==> src/rtl/wb_arbiter_pkg.sv <==
// Shared types for the writeback arbiter: per-channel select bits and FSM states.
package wb_pkg;

    localparam int SEL_PC = 2;
    localparam int SEL_WR = 1;
    localparam int SEL_F  = 0;

    typedef struct packed {
        logic pc_update;
        logic reg_write;
        logic fmode;
    } wb_sel_t;

    typedef enum logic {
        RUN    = 1'b0,
        SETTLE = 1'b1
    } wb_state_e;

endpackage

==> src/rtl/wb_arbiter_rr.sv <==
// Round-robin arbiter: grants the first requester at or after the pointer;
// the pointer moves past the winner only when the grant is consumed.
module rr_arbiter #(
    parameter int N = 3
) (
    input  logic                 clk,
    input  logic                 rst,
    input  logic [N-1:0]         req,
    input  logic                 enable,
    input  logic                 advance,
    output logic [N-1:0]         grant,
    output logic [$clog2(N)-1:0] grant_idx
);

    localparam int IW = $clog2(N);

    logic [IW-1:0] ptr_q, ptr_d;
    logic          found;

    // Two passes: indices at/after the pointer first, then the wrapped-around range.
    always_comb begin
        grant     = '0;
        grant_idx = '0;
        found     = 1'b0;
        for (int unsigned i = 0; i < N; i++) begin
            if (enable && !found && req[i] && (IW'(i) >= ptr_q)) begin
                found     = 1'b1;
                grant[i]  = 1'b1;
                grant_idx = IW'(i);
            end
        end
        for (int unsigned i = 0; i < N; i++) begin
            if (enable && !found && req[i]) begin
                found     = 1'b1;
                grant[i]  = 1'b1;
                grant_idx = IW'(i);
            end
        end
    end

    always_comb begin
        ptr_d = ptr_q;
        if (advance) begin
            ptr_d = (grant_idx == IW'(N - 1)) ? '0 : grant_idx + IW'(1);
        end
    end

    always_ff @(posedge clk) begin
        if (rst) begin
            ptr_q <= '0;
        end else begin
            ptr_q <= ptr_d;
        end
    end

endmodule

==> src/rtl/wb_arbiter.sv <==
// Writeback arbiter: NUM_CH completion sources share one register write port and
// one PC-redirect port. Optional macro WB_BYPASS_EN adds combinational forwarding outputs.
module wb_arbiter
    import wb_pkg::*;
#(
    parameter int NUM_CH = 3,
    parameter int XLEN   = 32,
    parameter int REG_W  = 5
) (
    input  logic                    clk,
    input  logic                    rst,
    input  logic [NUM_CH-1:0]       req_valid,
    output logic [NUM_CH-1:0]       req_ready,
    input  logic [3*NUM_CH-1:0]     req_sel,
    input  logic [XLEN*NUM_CH-1:0]  req_pc,
    input  logic [XLEN*NUM_CH-1:0]  req_data,
    input  logic [REG_W*NUM_CH-1:0] req_rd,
    output logic [NUM_CH-1:0]       done,
    output logic                    wenable,
    output logic                    fmode,
    output logic [REG_W-1:0]        wreg,
    output logic [XLEN-1:0]         wdata,
    output logic                    pcenable,
    output logic [XLEN-1:0]         next_pc
`ifdef WB_BYPASS_EN
    ,
    output logic                    byp_valid,
    output logic                    byp_fmode,
    output logic [REG_W-1:0]        byp_rd,
    output logic [XLEN-1:0]         byp_data
`endif
);

    localparam int IW = $clog2(NUM_CH);

    wb_state_e         state_q, state_d;
    logic [NUM_CH-1:0] grant;
    logic [IW-1:0]     grant_idx;
    logic              xfer;
    wb_sel_t           g_sel;
    logic [XLEN-1:0]   g_pc, g_data;
    logic [REG_W-1:0]  g_rd;
    logic              g_we;

    logic [NUM_CH-1:0] done_q, done_d, pend_q, pend_d;
    logic              we_q, we_d, f_q, f_d, pce_q, pce_d;
    logic [REG_W-1:0]  wreg_q, wreg_d;
    logic [XLEN-1:0]   wdata_q, wdata_d, npc_q, npc_d;

    rr_arbiter #(.N(NUM_CH)) u_rr (
        .clk       (clk),
        .rst       (rst),
        .req       (req_valid),
        .enable    (state_q == RUN),
        .advance   (xfer),
        .grant     (grant),
        .grant_idx (grant_idx)
    );

    assign req_ready = grant;
    assign xfer      = |grant;

    always_comb begin
        g_sel  = '0;
        g_pc   = '0;
        g_data = '0;
        g_rd   = '0;
        for (int unsigned i = 0; i < NUM_CH; i++) begin
            if (grant_idx == IW'(i)) begin
                g_sel  = wb_sel_t'(req_sel[3*i +: 3]);
                g_pc   = req_pc[XLEN*i +: XLEN];
                g_data = req_data[XLEN*i +: XLEN];
                g_rd   = req_rd[REG_W*i +: REG_W];
            end
        end
    end

    // Integer x0 is never written; float f0 is a real register.
    assign g_we = xfer & g_sel.reg_write & ~((g_rd == '0) & ~g_sel.fmode);

    always_comb begin
        state_d = state_q;
        done_d  = '0;
        pend_d  = pend_q;
        we_d    = 1'b0;
        pce_d   = 1'b0;
        f_d     = f_q;
        wreg_d  = wreg_q;
        wdata_d = wdata_q;
        npc_d   = npc_q;
        case (state_q)
            RUN: begin
                if (xfer) begin
                    we_d    = g_we;
                    f_d     = g_sel.fmode;
                    wreg_d  = g_rd;
                    wdata_d = g_data;
                    pce_d   = g_sel.pc_update;
                    npc_d   = g_pc;
                    if (g_sel.pc_update) begin
                        state_d = SETTLE;
                        pend_d  = grant;
                    end else begin
                        done_d  = grant;
                    end
                end
            end
            SETTLE: begin
                done_d  = pend_q;
                pend_d  = '0;
                state_d = RUN;
            end
            default: state_d = RUN;
        endcase
    end

    always_ff @(posedge clk) begin
        if (rst) begin
            state_q <= RUN;
            done_q  <= '0;
            pend_q  <= '0;
            we_q    <= 1'b0;
            f_q     <= 1'b0;
            pce_q   <= 1'b0;
            wreg_q  <= '0;
            wdata_q <= '0;
            npc_q   <= '0;
        end else begin
            state_q <= state_d;
            done_q  <= done_d;
            pend_q  <= pend_d;
            we_q    <= we_d;
            f_q     <= f_d;
            pce_q   <= pce_d;
            wreg_q  <= wreg_d;
            wdata_q <= wdata_d;
            npc_q   <= npc_d;
        end
    end

    assign done     = done_q;
    assign wenable  = we_q;
    assign fmode    = f_q;
    assign wreg     = wreg_q;
    assign wdata    = wdata_q;
    assign pcenable = pce_q;
    assign next_pc  = npc_q;

`ifdef WB_BYPASS_EN
    assign byp_valid = g_we;
    assign byp_fmode = g_sel.fmode;
    assign byp_rd    = g_rd;
    assign byp_data  = g_data;
`endif

endmodule

==> config.mk <==
export PLATFORM = sky130hd
export DESIGN_NAME = wb_arbiter
export DESIGN_NICKNAME = d
export VERILOG_FILES = /design/src/rtl/wb_arbiter_pkg.sv /design/src/rtl/wb_arbiter_rr.sv /design/src/rtl/wb_arbiter.sv
export SDC_FILE = /design/constraint.sdc
export NUM_CORES = 1
export LEC_CHECK = 0
export ABC_AREA = 1
export ABC_CLOCK_PERIOD_IN_PS = 4040
export CORE_AREA = 2 2 116 118
export DETAILED_ROUTE_END_ITERATION = 12
export DIE_AREA = 0 0 118 120
export PLACE_DENSITY = 0.75
export SLEW_MARGIN = 10
export SYNTH_ARGS = -nofsm -noshare
export SYNTH_HDL_FRONTEND = slang
export SYNTH_SLANG_ARGS = --single-unit
==> constraint.sdc <==
create_clock -name clk -period 4.04 [get_ports clk]
set_input_delay 0.606 -clock clk [delete_from_list [all_inputs] [get_ports clk]]
set_output_delay 0.606 -clock clk [all_outputs]
set_load 0.03 [all_outputs]
Word-level counts from Yosys, hierarchy flattened
Cells that the tools add are included.
- flip-flop bits (word level): 81
- bits of input ports: 221
- output and inout bits: 78
- word-level logic and storage cells: 87
- add/subtract/negate cells: 1
- magnitude comparators: 3
- equality and inequality tests: 4
- muxes and demuxes: 37
- bitwise logic cells: 7
- reduce and logical (&&, ||, !) cells: 25
- operators by type and width (cell ; number):
    32-bit 2-to-1 mux ; 6
    3-bit 2-to-1 mux ; 7
    5-bit 2-to-1 mux ; 3
    1-bit logical AND ; 14
    1-bit 2-to-1 mux ; 13
    3-bit one-hot mux with 2 select lines ; 2
    2-bit 2-to-1 mux ; 5
    3-bit OR reduction ; 2
    1-bit zero test ; 5
    5-bit zero test ; 1
    1-bit by 2-bit >= comparator with 1-bit output, first input constant ; 2
    2-bit != test, second input constant ; 2
    1-bit NOT ; 4
    2-bit AND reduction ; 2
    1-bit bitwise AND ; 3
    2-bit by 1-bit adder with 2-bit output, second input constant ; 1
    2-bit by 1-bit == test with 1-bit output, second input constant ; 1
    2-bit == test, second input constant ; 1
    2-bit >= comparator, first input constant ; 1
    2-bit zero test ; 1
    1-bit one-hot mux with 2 select lines ; 1

Longest topological paths before layout
Gate-level depths: netlist of the first run.
- word-level depth: 34
- mapped depth: 14
- depth with buffers taken out: 13

Hierarchy
A second synthesis of the first run with hierarchy kept.
- cells, all modules: 695
- area total of the unflattened synthesis: 4355.4 sq um
- by module, submodules not included (module ; instances ; cells an instance ; area each (sq um) ; sequential area each (sq um)):
    wb_arbiter ; 1 ; 665 ; 4161.5 ; 1581.5
    rr_arbiter ; 1 ; 30 ; 193.9 ; 40.0

Worst setup path before layout of the first run
Ideal clock, no wire load.
- kind: input to output
- start point: in req_valid[0]
- end point: out req_ready[2]
- data arrival time: 1.563 ns
- required time: 3.434 ns
- path slack: 1.871 ns
- cell stages on the path: 7
- buffers on the path: 2
- path through: inv_2 > nor2_1 > o21ai_2 > nand4_1 > nand2_2 > buf_2 > buf_2
- cells in the longest elaborated chain, start to end: 25
- elaborated cells on any way between the ends: 26
- classes of those cells: 7 x mux; 19 x reduce/logical
- ends and longest elaborated chain (what ; RTL line ; RTL):
    start: declaration ; wb_arbiter.sv:12 ; input logic [NUM_CH-1:0] req_valid,
    1-bit logical AND (2 in series) ; wb_arbiter_rr.sv:26 ; if (enable && !found && req[i] && (IW'(i) >= ptr_q)) begin
    1-bit 2-to-1 mux ; wb_arbiter_rr.sv:26 ;
    1-bit zero test ; wb_arbiter_rr.sv:26 ;
    1-bit logical AND (3 in series) ; wb_arbiter_rr.sv:26 ;
    1-bit 2-to-1 mux ; wb_arbiter_rr.sv:26 ;
    1-bit zero test ; wb_arbiter_rr.sv:26 ;
    1-bit logical AND (3 in series) ; wb_arbiter_rr.sv:26 ;
    1-bit 2-to-1 mux ; wb_arbiter_rr.sv:26 ;
    1-bit zero test ; wb_arbiter_rr.sv:33 ; if (enable && !found && req[i]) begin
    1-bit logical AND (2 in series) ; wb_arbiter_rr.sv:33 ;
    1-bit 2-to-1 mux ; wb_arbiter_rr.sv:33 ;
    1-bit zero test ; wb_arbiter_rr.sv:33 ;
    1-bit logical AND (2 in series) ; wb_arbiter_rr.sv:33 ;
    1-bit 2-to-1 mux ; wb_arbiter_rr.sv:33 ;
    1-bit zero test ; wb_arbiter_rr.sv:33 ;
    1-bit logical AND (2 in series) ; wb_arbiter_rr.sv:33 ;
    1-bit 2-to-1 mux (*) ; wb_arbiter_rr.sv:33 ;
    end: declaration ; wb_arbiter.sv:13 ; output logic [NUM_CH-1:0] req_ready,
Every way passes the cells marked *; elsewhere a longest branch is shown, timed or not.

Worst setup path in the final report of the first run
- start point: in req_valid[0]
- end point: out req_ready[0]
- cells in the longest elaborated chain, start to end: 17
- ends and longest elaborated chain (what ; RTL line):
    1-bit logical AND (2 in series) ; wb_arbiter_rr.sv:26
    1-bit 2-to-1 mux ; wb_arbiter_rr.sv:26
    1-bit zero test ; wb_arbiter_rr.sv:26
    1-bit logical AND (3 in series) ; wb_arbiter_rr.sv:26
    1-bit 2-to-1 mux ; wb_arbiter_rr.sv:26
    1-bit zero test ; wb_arbiter_rr.sv:26
    1-bit logical AND (3 in series) ; wb_arbiter_rr.sv:26
    1-bit 2-to-1 mux ; wb_arbiter_rr.sv:26
    1-bit zero test ; wb_arbiter_rr.sv:33
    1-bit logical AND (2 in series) ; wb_arbiter_rr.sv:33
    1-bit 2-to-1 mux (*) ; wb_arbiter_rr.sv:33
Marked as above.

==> impl_metrics.tcl, run 1 <==
set metrics [dict create \
    crit_family "buffers and inverters" \
    ys_warn_count 0 \
    final_nets 991 \
    fp.dieH_um 120 \
    reg2reg_slack_ns 1.61 \
    syn_inst 497 \
    p_sw_uw 1590 \
    power_density_mw_per_mm2 537 \
    worst_setup_path_end_kind "output pin" \
    clock_path_buffers 2 \
    power_frac_clock 0.191 \
    period_share 0.758 \
    gp_congestion 0.903 \
    critPathKind "in2out" \
    cts_tree "done" \
    slew_violations 0 \
    seq_power_share 0.294 \
    tns_ns 0 \
    clk_latency_ns 0.33 \
    p_comb_frac 0.515 \
    post_cts_resized 0 \
    finalHoldViolCount 0 \
    synth_area_leaders "dfxtp_1 42%, a21oi_1 18%, a22oi_1 13%" \
    async_flop_share 0 \
    drt-vias-per-instance 5.19 \
    start_util 0.295 \
    drv_cap 0 \
    setup_viol 0 \
    nFillCells 1170 \
    vias 4939 \
    yosysTopAreaCellShare 0.424 \
    grt_pass1_wl_um 24700 \
    worstSetupStartpointType "input port" \
    cp_cell_sequence "clkdlybuf4s50_1 > inv_2 > nor2_1 > o21ai_2 > nand3_1 > nand2_1 > clkdlybuf4s50_1" \
    hold_depth 2 \
    first_iter_violations 346 \
    grt_max_degree 73 \
    rr_worst_depth 12 \
    ant_nets 0 \
    p_sw_frac 0.415 \
    max_stage_delay_ns 0.73 \
    core-area_mm2 0.0130 \
    holdBufCountCts 0 \
    synth_nets 718 \
    cts_buffers 9 \
    syn_area_per_cell_um2 7.70 \
    area_delta_synth_final_pct 86.5 \
    routed_wl_um 15900 \
    relSlewSlack 0.280 \
    grt_usage 0.216 \
    antenna_found_initial 0 \
    port_buffers 298 \
    dr.pass1.iters 5 \
    grt-ovfl-total 0 \
    power_uw 3840 \
    ys.flop_type "dfxtp_1" \
    rsz0062_at_grt "false" \
    cpMostUsedCell "clkdlybuf4s50_1" \
    ios 299 \
    root_buffer "clkbuf_16" \
    leakagePower_uw 0.00270 \
    status "completed" \
    path_buf_inv 3 \
    synth_seq_cells 81 \
    crit_path_max_fanout 5 \
    ys_seq_area_frac 0.424 \
    tightest_slew_ns 1.08 \
    synth-edff-count 0 \
    p_int_uw 2240 \
    clk_transition_reported_paths_ns 0.06 \
    routedWlPerCell_um 16.8 \
    yosys-top-cells-count "135 x a21oi_1, 81 x dfxtp_1, 64 x a22oi_1" \
    hold_path_class "reg2reg" \
    timing.hold.ws_ns 0.474 \
    worstHoldStart "pend_q[2]" \
    r2r_start "u_rr.ptr_q[0]" \
    synth_most_common_cell "a21oi_1" \
    dieArea_mm2 0.0142 \
    layout_min_cycle_time_ns 3.06 \
    first_global_vias 4986 \
    rows 42 \
    r2r_end "next_pc[22]" \
    fp.dieW_um 118 \
    cts_setup_buffers 0 \
    htree_num_levels 3 \
    ys_types 24 \
    dpl.hpwl_um 12000 \
    required_ns 3.43 \
    cp.arrival_ns 2.46 \
    synth_area_mm2 0.00383 \
    crit_cells 7 \
    fmax_ghz 0.327 \
    clock_skew_ns 0.00351 \
    diodes 0 \
    ir_drop_mv 0.219 \
    drive_gt1_frac 0.0490 \
    clock-sinks 81 \
    worstHoldEndpoint "done[2]" \
    synth_largest_area_cell "dfxtp_1" \
    crit_slowest_cell "clkdlybuf4s50_1" \
    route.detailed.drc 0 \
]
[through the flow]
stage,util,cells,cell area [µm²],setup slack [ns]
final,0.550,951,7140,0.979
after detailed placement,0.529,935,6870,0.912
after CTS,0.550,951,7140,1.00
after global placement,0.529,935,6870,1.06
after floorplan,-,497,3830,1.87
after global routing,0.550,951,7140,0.915
[flip-flops by register name (all words and copies together) (netlist names)]
name and cells:
next_pc 32, wdata 32, wreg 5, done 3, pend_q 3, u_rr.ptr_q 2, fmode 1, pcenable 1
state_q 1, wenable 1
[power by group through the flow]
stage          sequential, µW  combinational (µW)  clock (µW)
2_1_floorplan            1530                 754           0
4_1_cts                  1130                1990         748
3_3_place_gp             1140                1940           0
6_report                 1130                1980         731
5_1_grt                  1150                2110         788
3_5_place_dp             1140                1980           0
[logic make-up (layout without fill, tap and decap cells)]
kind of cell,Yosys count,in the layout,share of synthesized area
AOI/OAI and AO/OA,273,273,0.401
DFF,81,81,0.424
and+or+nand+nor,84,84,0.0981
buffers and inverters,59,337,0.0768
[final cells by class]
type | instances | area [µm²] | area share
sequential | 81 | 1620 | 0.227
clock inverter | 6 | 35.0 | 0.00491
tap | 176 | 220 | 0.0309
clock buffer | 10 | 229 | 0.0321
multi-input combinational | 357 | 1910 | 0.268
timing repair buffer | 308 | 3070 | 0.430
inverter | 13 | 48.8 | 0.00684
[how the worst max path moves through the flow]
stage	start	to	slack [ns]
5_1_grt	req_valid[0]	req_ready[0]	0.92
2_1_floorplan	req_valid[0]	req_ready[2]	1.87
6_report	req_valid[0]	req_ready[0]	0.98
3_3_place_gp	req_valid[0]	req_ready[1]	1.06
3_5_place_dp	req_valid[0]	next_pc[25]	0.91
4_1_cts	req_valid[0]	req_ready[2]	1.00
[layout by cell type, fill, tap and decap left out, types with 2 or more instances in the layout]
cell             instances
a21oi_1                135
a22oi_1                 64
buf_4                    9
clkbuf_16                9
clkdlybuf4s50_1        298
clkinv_2                 4
clkinvlp_4               2
dfxtp_1                 81
inv_1                    7
inv_2                    5
nand2_1                 37
nand2_2                  3
nand3_1                 11
nand4_1                  7
nor2_1                  22
nor2_4                   2
o21ai_0                 43
o21ai_1                 28
[tightest hold or removal path, delay by kind of cell, from the launching register on]
family	cells	cell delay [ns]
compound gates	1	0.06
simple gates	1	0.06
flops	1	0.31
[metal layers]
metal / part of all wire / global-route usage / up-vias
li1: - / - / 2355
met1: 0.39 / 0.239 / 2280
met2: 0.49 / 0.374 / 263
met3: 0.088 / 0.0665 / 41
met4: 0.037 / 0.109 / 0
met5: 0 / 0 / -
Note: power is estimated with default switching activity, not from simulation.
==> run 2: changes to the inputs <==
--- a/config.mk
+++ b/config.mk
@@ -6,11 +6,11 @@
 export NUM_CORES = 1
 export LEC_CHECK = 0
 export ABC_AREA = 1
-export ABC_CLOCK_PERIOD_IN_PS = 4040
-export CORE_AREA = 2 2 116 118
+export ABC_CLOCK_PERIOD_IN_PS = 2650
+export CORE_MARGIN = 1
+export CORE_UTILIZATION = 30
 export DETAILED_ROUTE_END_ITERATION = 12
-export DIE_AREA = 0 0 118 120
-export PLACE_DENSITY = 0.75
+export PLACE_DENSITY = 0.79
 export SLEW_MARGIN = 10
 export SYNTH_ARGS = -nofsm -noshare
 export SYNTH_HDL_FRONTEND = slang
==> constraint.sdc (replaced) <==
create_clock -name clk -period 2.65 [get_ports clk]
set_input_delay 0.3975 -clock clk [delete_from_list [all_inputs] [get_ports clk]]
set_output_delay 0.3975 -clock clk [all_outputs]
set_load 0.03 [all_outputs]
==> run 2 against run 1 <==
Against the previous run:
- non-clock buffer count rose by 4
- routed wire length shrank 1.5%
- register-to-register slack worse by 1.0 ns
- power increased by 57%
- worst hold slack better by 0.00083 ns
- flip-flop and latch count did not move
- critical endpoint unchanged
- highest routed layer is now met5
- sequential share of layout area is 0.33 points lower
- critical path type unchanged
- global-route usage rose by 0.66 points
- clock skew increased by 0.0010 ns
- largest power group unchanged
- sequential power grew 52%
- largest cell class unchanged
==> impl_metrics.tcl, run 2 (synthesis results as in run 1) <==
set metrics [dict create \
    rsz0062_at_grt "false" \
    dpl.hpwl_um 11800 \
    status "completed" \
    clock-sinks 81 \
    grt-ovfl-total 0 \
    htree_num_levels 3 \
    clk_latency_ns 0.33 \
    gp_congestion 0.835 \
    hold_depth 2 \
    layout_common_cells "296 x clkdlybuf4s50_1, 135 x a21oi_1, 81 x dfxtp_1, 64 x a22oi_1, 43 x o21ai_0" \
    cts_buffers 9 \
    p_sw_frac 0.400 \
    timing.hold.ws_ns 0.475 \
    clock_skew_ns 0.00452 \
    final_common_cell "clkdlybuf4s50_1" \
    cts_setup_buffers 0 \
    tightest_slew_ns 0.381 \
    routedWlPerCell_um 16.6 \
    cp.arrival_ns 2.08 \
    required_ns 2.25 \
    p_sw_uw 2410 \
    root_buffer "clkbuf_16" \
    holdBufCountCts 0 \
    finalHoldViolCount 0 \
    placed_cells 931 \
    power_frac_clock 0.202 \
    core-area_mm2 0.0122 \
    port_buffers 298 \
    clk_transition_reported_paths_ns 0.06 \
    ir_drop_mv 0.359 \
    grt_pass1_wl_um 23000 \
    r2r_end "pend_q[2]" \
    route.detailed.drc 0 \
    worstSetupStartpointType "input port" \
    setup_viol 0 \
    start_util 0.313 \
    drv_cap 0 \
    area_delta_synth_final_pct 89.2 \
    power_density_mw_per_mm2 832 \
    reg2reg_slack_ns 0.61 \
    p_int_uw 3620 \
    cts_tree "done" \
    worst_setup_path_end_kind "output pin" \
    crit_path_max_fanout 4 \
    grt_usage 0.222 \
    routed_wl_um 15700 \
    antenna_found_initial 1 \
    p_comb_frac 0.513 \
    relSlewSlack 0.745 \
    fin_util 0.593 \
    fmax_ghz 0.404 \
    fp.dieH_um 115 \
    dr.pass1.iters 4 \
    fin_cells 947 \
    fp.dieW_um 115 \
    hold_path_class "reg2reg" \
    diodes 0 \
    drive_gt1_frac 0.0539 \
    period_share 0.935 \
    max_stage_delay_ns 0.69 \
    grt_max_degree 75 \
    r2r_start "u_rr.ptr_q[0]" \
    rr_worst_depth 10 \
    ant_nets 0 \
    drt-vias-per-instance 5.16 \
    slew_violations 0 \
    seq_power_share 0.285 \
    clock_path_buffers 2 \
    crit_slowest_cell "clkdlybuf4s50_1" \
    cp-startpoint "req_valid[0]" \
    ios 299 \
    cpMostUsedCell "clkdlybuf4s50_1" \
    vias 4891 \
    cp_cell_sequence "clkdlybuf4s50_1 > inv_2 > nor2_1 > o21ai_2 > nand3_1 > nand2_1 > clkdlybuf4s50_1" \
    worstHoldStart "pend_q[1]" \
    rows 40 \
    post_cts_resized 0 \
    final_nets 995 \
    dieArea_mm2 0.0132 \
    worstHoldEndpoint "done[1]" \
    leakagePower_uw 0.00276 \
    critPathKind "in2out" \
    first_iter_violations 253 \
    tns_ns 0 \
    layout_min_cycle_time_ns 2.48 \
    first_global_vias 4771 \
]
[run 2: changes by cell type in the layout (fill, tap and decap cells not counted), moves of 2 or more]
| cell | previous run | this run |
|---|---|---|
| clkdlybuf4s50_1 | 298 | 296 |
| buf_12 | 1 | 6 |
| clkinv_2 | 4 | 2 |
| clkbuf_1 | 1 | 3 |
| clkinvlp_4 | 2 | 0 |
[run 2: worst max path at each step]
stage / endpoint / cells past startpoint / slack, ns
after floorplan: req_ready[2] / 7 / 0.90
after global placement: done[1] / 10 / 0.22
after detailed placement: pend_q[2] / 12 / 0.12
after CTS: req_ready[0] / 7 / 0.17
after global routing: req_ready[2] / 8 / 0.11
final: req_ready[0] / 7 / 0.17
[run 2: critical path, delay by kind of cell]
kind / cells / cell delay [ns]
AOI/OAI and AO/OA: 1 / 0.18
buffers and inverters: 3 / 1.23
and+or+nand+nor: 3 / 0.26
[run 2: cell type report]
| type | instances | area (µm²) |
|---|---|---|
| fill | 1098 | 4970 |
| timing repair buffer | 312 | 3160 |
| multi-input combinational | 357 | 1910 |
| sequential | 81 | 1620 |
| clock buffer | 13 | 250 |
| tap | 168 | 210 |
| inverter | 13 | 48.8 |
| clock inverter | 3 | 40.0 |
[run 2: metrics by stage]
| stage | instance area, µm² | setup WS, ns | total power [µW] |
|---|---|---|---|
| after detailed placement | 6950 | 0.125 | 4830 |
| after global placement | 6950 | 0.217 | 4770 |
| after global routing | 7240 | 0.112 | 6340 |
| final | 7240 | 0.172 | 6020 |
| after CTS | 7240 | 0.168 | 6070 |
| after floorplan | 3830 | 0.898 | 3480 |
[run 2: metal layers]
layer  vias to the layer above  global-route usage  share of wire  wire length [µm]
met3                        32              0.0664          0.085              1340
met1                      2282               0.218           0.37              5790
li1                       2364                   -              -                 -
met5                         -                   0        0.00083                13
met4                         2              0.0935          0.024               384
met2                       211               0.430           0.52              8190
[run 2: power by group through the flow]
stage / combinational (µW) / clock (µW) / sequential [µW]
floorplan: 1150 / 0 / 2330
finish: 3090 / 1220 / 1720
global route: 3290 / 1290 / 1760
detailed placement: 3100 / 0 / 1730
global placement: 3050 / 0 / 1720
CTS: 3110 / 1240 / 1720
==> run 3: changes to the inputs <==
--- a/config.mk
+++ b/config.mk
@@ -5,12 +5,12 @@
 export SDC_FILE = /design/constraint.sdc
 export NUM_CORES = 1
 export LEC_CHECK = 0
-export ABC_AREA = 1
 export ABC_CLOCK_PERIOD_IN_PS = 2650
-export CORE_MARGIN = 1
-export CORE_UTILIZATION = 30
+export CORE_AREA = 2 2 117 119
 export DETAILED_ROUTE_END_ITERATION = 12
-export PLACE_DENSITY = 0.79
+export DIE_AREA = 0 0 119 121
+export DONT_BUFFER_PORTS = 1
+export PLACE_DENSITY = 0.48
 export SLEW_MARGIN = 10
 export SYNTH_ARGS = -nofsm -noshare
 export SYNTH_HDL_FRONTEND = slang
==> run 3 against run 2 <==
Against the previous run:
- critical path depth shrank 3
- final cell count shrank 34%
- non-clock buffer count shrank 301
- die area grew 9.0%
- largest cell class is now multi-input gates
- combinational power shrank 76%
- critical endpoint is now req_ready[1]
- clock skew grew 0.0030 ns
- critical path type is now reg2out
- synthesized cell count shrank 5.6%
- first-iteration DRC count shrank 26%
- routed wire length shrank 19%
- flip-flop and latch count is the same
- worst hold slack lost 0.34 ns
- core utilization shrank 26 points
==> impl_metrics.tcl, run 3 <==
set metrics [dict create \
    r2r_start "u_rr.ptr_q[0]" \
    cts_setup_buffers 0 \
    fp.dieH_um 121 \
    rr_worst_depth 7 \
    async_flop_share 0 \
    ys.flop_type "dfxtp_1" \
    fmax_ghz 0.453 \
    status "completed" \
    clk_transition_reported_paths_ns 0.06 \
    root_buffer "clkbuf_16" \
    clk_latency_ns 0.34 \
    clock-sinks 81 \
    dieArea_mm2 0.0144 \
    worstSetupStartpointType "flop" \
    clock_path_buffers 2 \
    route.detailed.drc 0 \
    fp.dieW_um 119 \
    synth-edff-count 0 \
    worstHoldEndpoint "next_pc[28]" \
    tns_ns 0 \
    drive_gt1_frac 0.110 \
    dr.pass1.iters 4 \
    layout_common_cells "81 x dfxtp_1, 78 x nor2_1, 68 x a21oi_1, 67 x a22oi_1, 59 x a211oi_1" \
    synth_largest_area_cell "dfxtp_1" \
    ys_warn_count 0 \
    first_global_vias 3490 \
    fin_util 0.337 \
    ys_types 46 \
    ys_seq_area_frac 0.402 \
    gp_congestion 0.833 \
    dpl.hpwl_um 9360 \
    clock_skew_ns 0.00750 \
    synth_seq_cells 81 \
    tightest_slew_ns 0.671 \
    routedWlPerCell_um 20.5 \
    cp.arrival_ns 1.81 \
    ir_drop_mv 0.270 \
    rows 42 \
    yosys-top-cells-count "81 x dfxtp_1, 78 x nor2_1, 68 x a21oi_1" \
    cts_buffers 9 \
    post_cts_resized 0 \
    synth_area_leaders "dfxtp_1 40%, a22oi_1 12%, a211oi_1 11%" \
    diodes 0 \
    holdBufCountCts 0 \
    final_nets 663 \
    first_iter_violations 186 \
    syn_area_per_cell_um2 8.61 \
    slew_violations 0 \
    crit_path_max_fanout 38 \
    yosysTopAreaCellShare 0.402 \
    drt-vias-per-instance 5.78 \
    ant_nets 0 \
    synth_area_mm2 0.00404 \
    layout_min_cycle_time_ns 2.21 \
    final_common_cell "dfxtp_1" \
    synth_nets 690 \
    ios 299 \
    synth_most_common_cell "dfxtp_1" \
    required_ns 2.25 \
    worst_setup_path_end_kind "output pin" \
    hold_path_class "in2reg" \
    power_density_mw_per_mm2 868 \
    routed_wl_um 12700 \
    setup_viol 0 \
    antenna_found_initial 0 \
    grt-ovfl-total 0 \
    vias 3598 \
    port_buffers 0 \
    grt_usage 0.169 \
    worstHoldStart "rst" \
    grt_pass1_wl_um 19100 \
    critPathKind "reg2out" \
    finalHoldViolCount 0 \
    drv_cap 0 \
    leakagePower_uw 0.00153 \
    cts_tree "done" \
    grt_max_degree 84 \
    reg2reg_slack_ns 0.49 \
    syn_inst 469 \
    htree_num_levels 3 \
    rsz0062_at_grt "false" \
    start_util 0.308 \
    period_share 0.834 \
    r2r_end "next_pc[13]" \
    area_delta_synth_final_pct 9.39 \
    hold_depth 1 \
    relSlewSlack 0.547 \
    core-area_mm2 0.0131 \
]
==> run 3: worst max-delay path by stage <==
stage / start / endpoint / slack, ns
floorplan: u_rr.ptr_q[1] / pend_q[0] / 0.60
global placement: u_rr.ptr_q[0] / next_pc[11] / 0.53
detailed placement: u_rr.ptr_q[0] / wenable / 0.46
CTS: state_q / req_ready[1] / 0.43
global route: u_rr.ptr_q[0] / next_pc[13] / 0.25
finish: state_q / req_ready[1] / 0.44
==> run 3: per-layer routing <==
layer / vias up / GRT usage / part of all wire
li1: 1724 / - / -
met1: 1692 / 0.201 / 0.41
met3: 9 / 0.0522 / 0.071
met4: 0 / 0.0536 / 0.010
met2: 173 / 0.290 / 0.50
met5: - / 0 / 0
==> run 3: cells by family (layout without fill, tap and decap cells) <==
| kind of cell | count (synthesis) | count (layout) | synth area share |
|---|---|---|---|
| AO/OA/AOI/OAI | 233 | 233 | 0.421 |
| AND/OR/NAND/NOR | 99 | 99 | 0.109 |
| flip-flops | 81 | 81 | 0.402 |
| buffers and inverters | 56 | 33 | 0.0685 |
==> run 3: worst max-delay path: stages (launching register included) <==
cell      delay [ns]
dfxtp_1         0.38
and2b_1         0.29
o211ai_2        0.14
inv_2           0.21
buf_4           0.45
==> run 3: power breakdown <==
| group | internal [µW] | total, µW | switching, µW | leakage, µW |
|---|---|---|---|---|
| Combinational | 293 | 734 | 441 | 0.000706 |
| Clock | 773 | 1260 | 483 | 0.000148 |
| Sequential | 1390 | 1840 | 452 | 0.000673 |
==> run 3: area by class of cell <==
cell class	count	area, µm²
multi-input cells	332	2150
repair buffers	11	95.1
clock buffers	12	256
flip-flops and latches	81	1620
fillers	1378	8670
clock inverters	3	40.0
inverters	7	28.8
well taps	176	220
==> run 3: through the flow <==
| stage | instance area [µm²] | std cells | setup slack (ns) | total power, µW | hold slack (ns) |
|---|---|---|---|---|---|
| final | 4420 | 622 | 0.441 | 3830 | 0.130 |
| after global routing | 4420 | 622 | 0.252 | 4050 | 0.106 |
| after CTS | 4420 | 622 | 0.433 | 3890 | 0.104 |
| after detailed placement | 4120 | 607 | 0.458 | 2610 | 0.469 |
| after global placement | 4120 | 607 | 0.528 | 2600 | 0.462 |
| after floorplan | 4040 | 469 | 0.596 | 2460 | 0.450 |
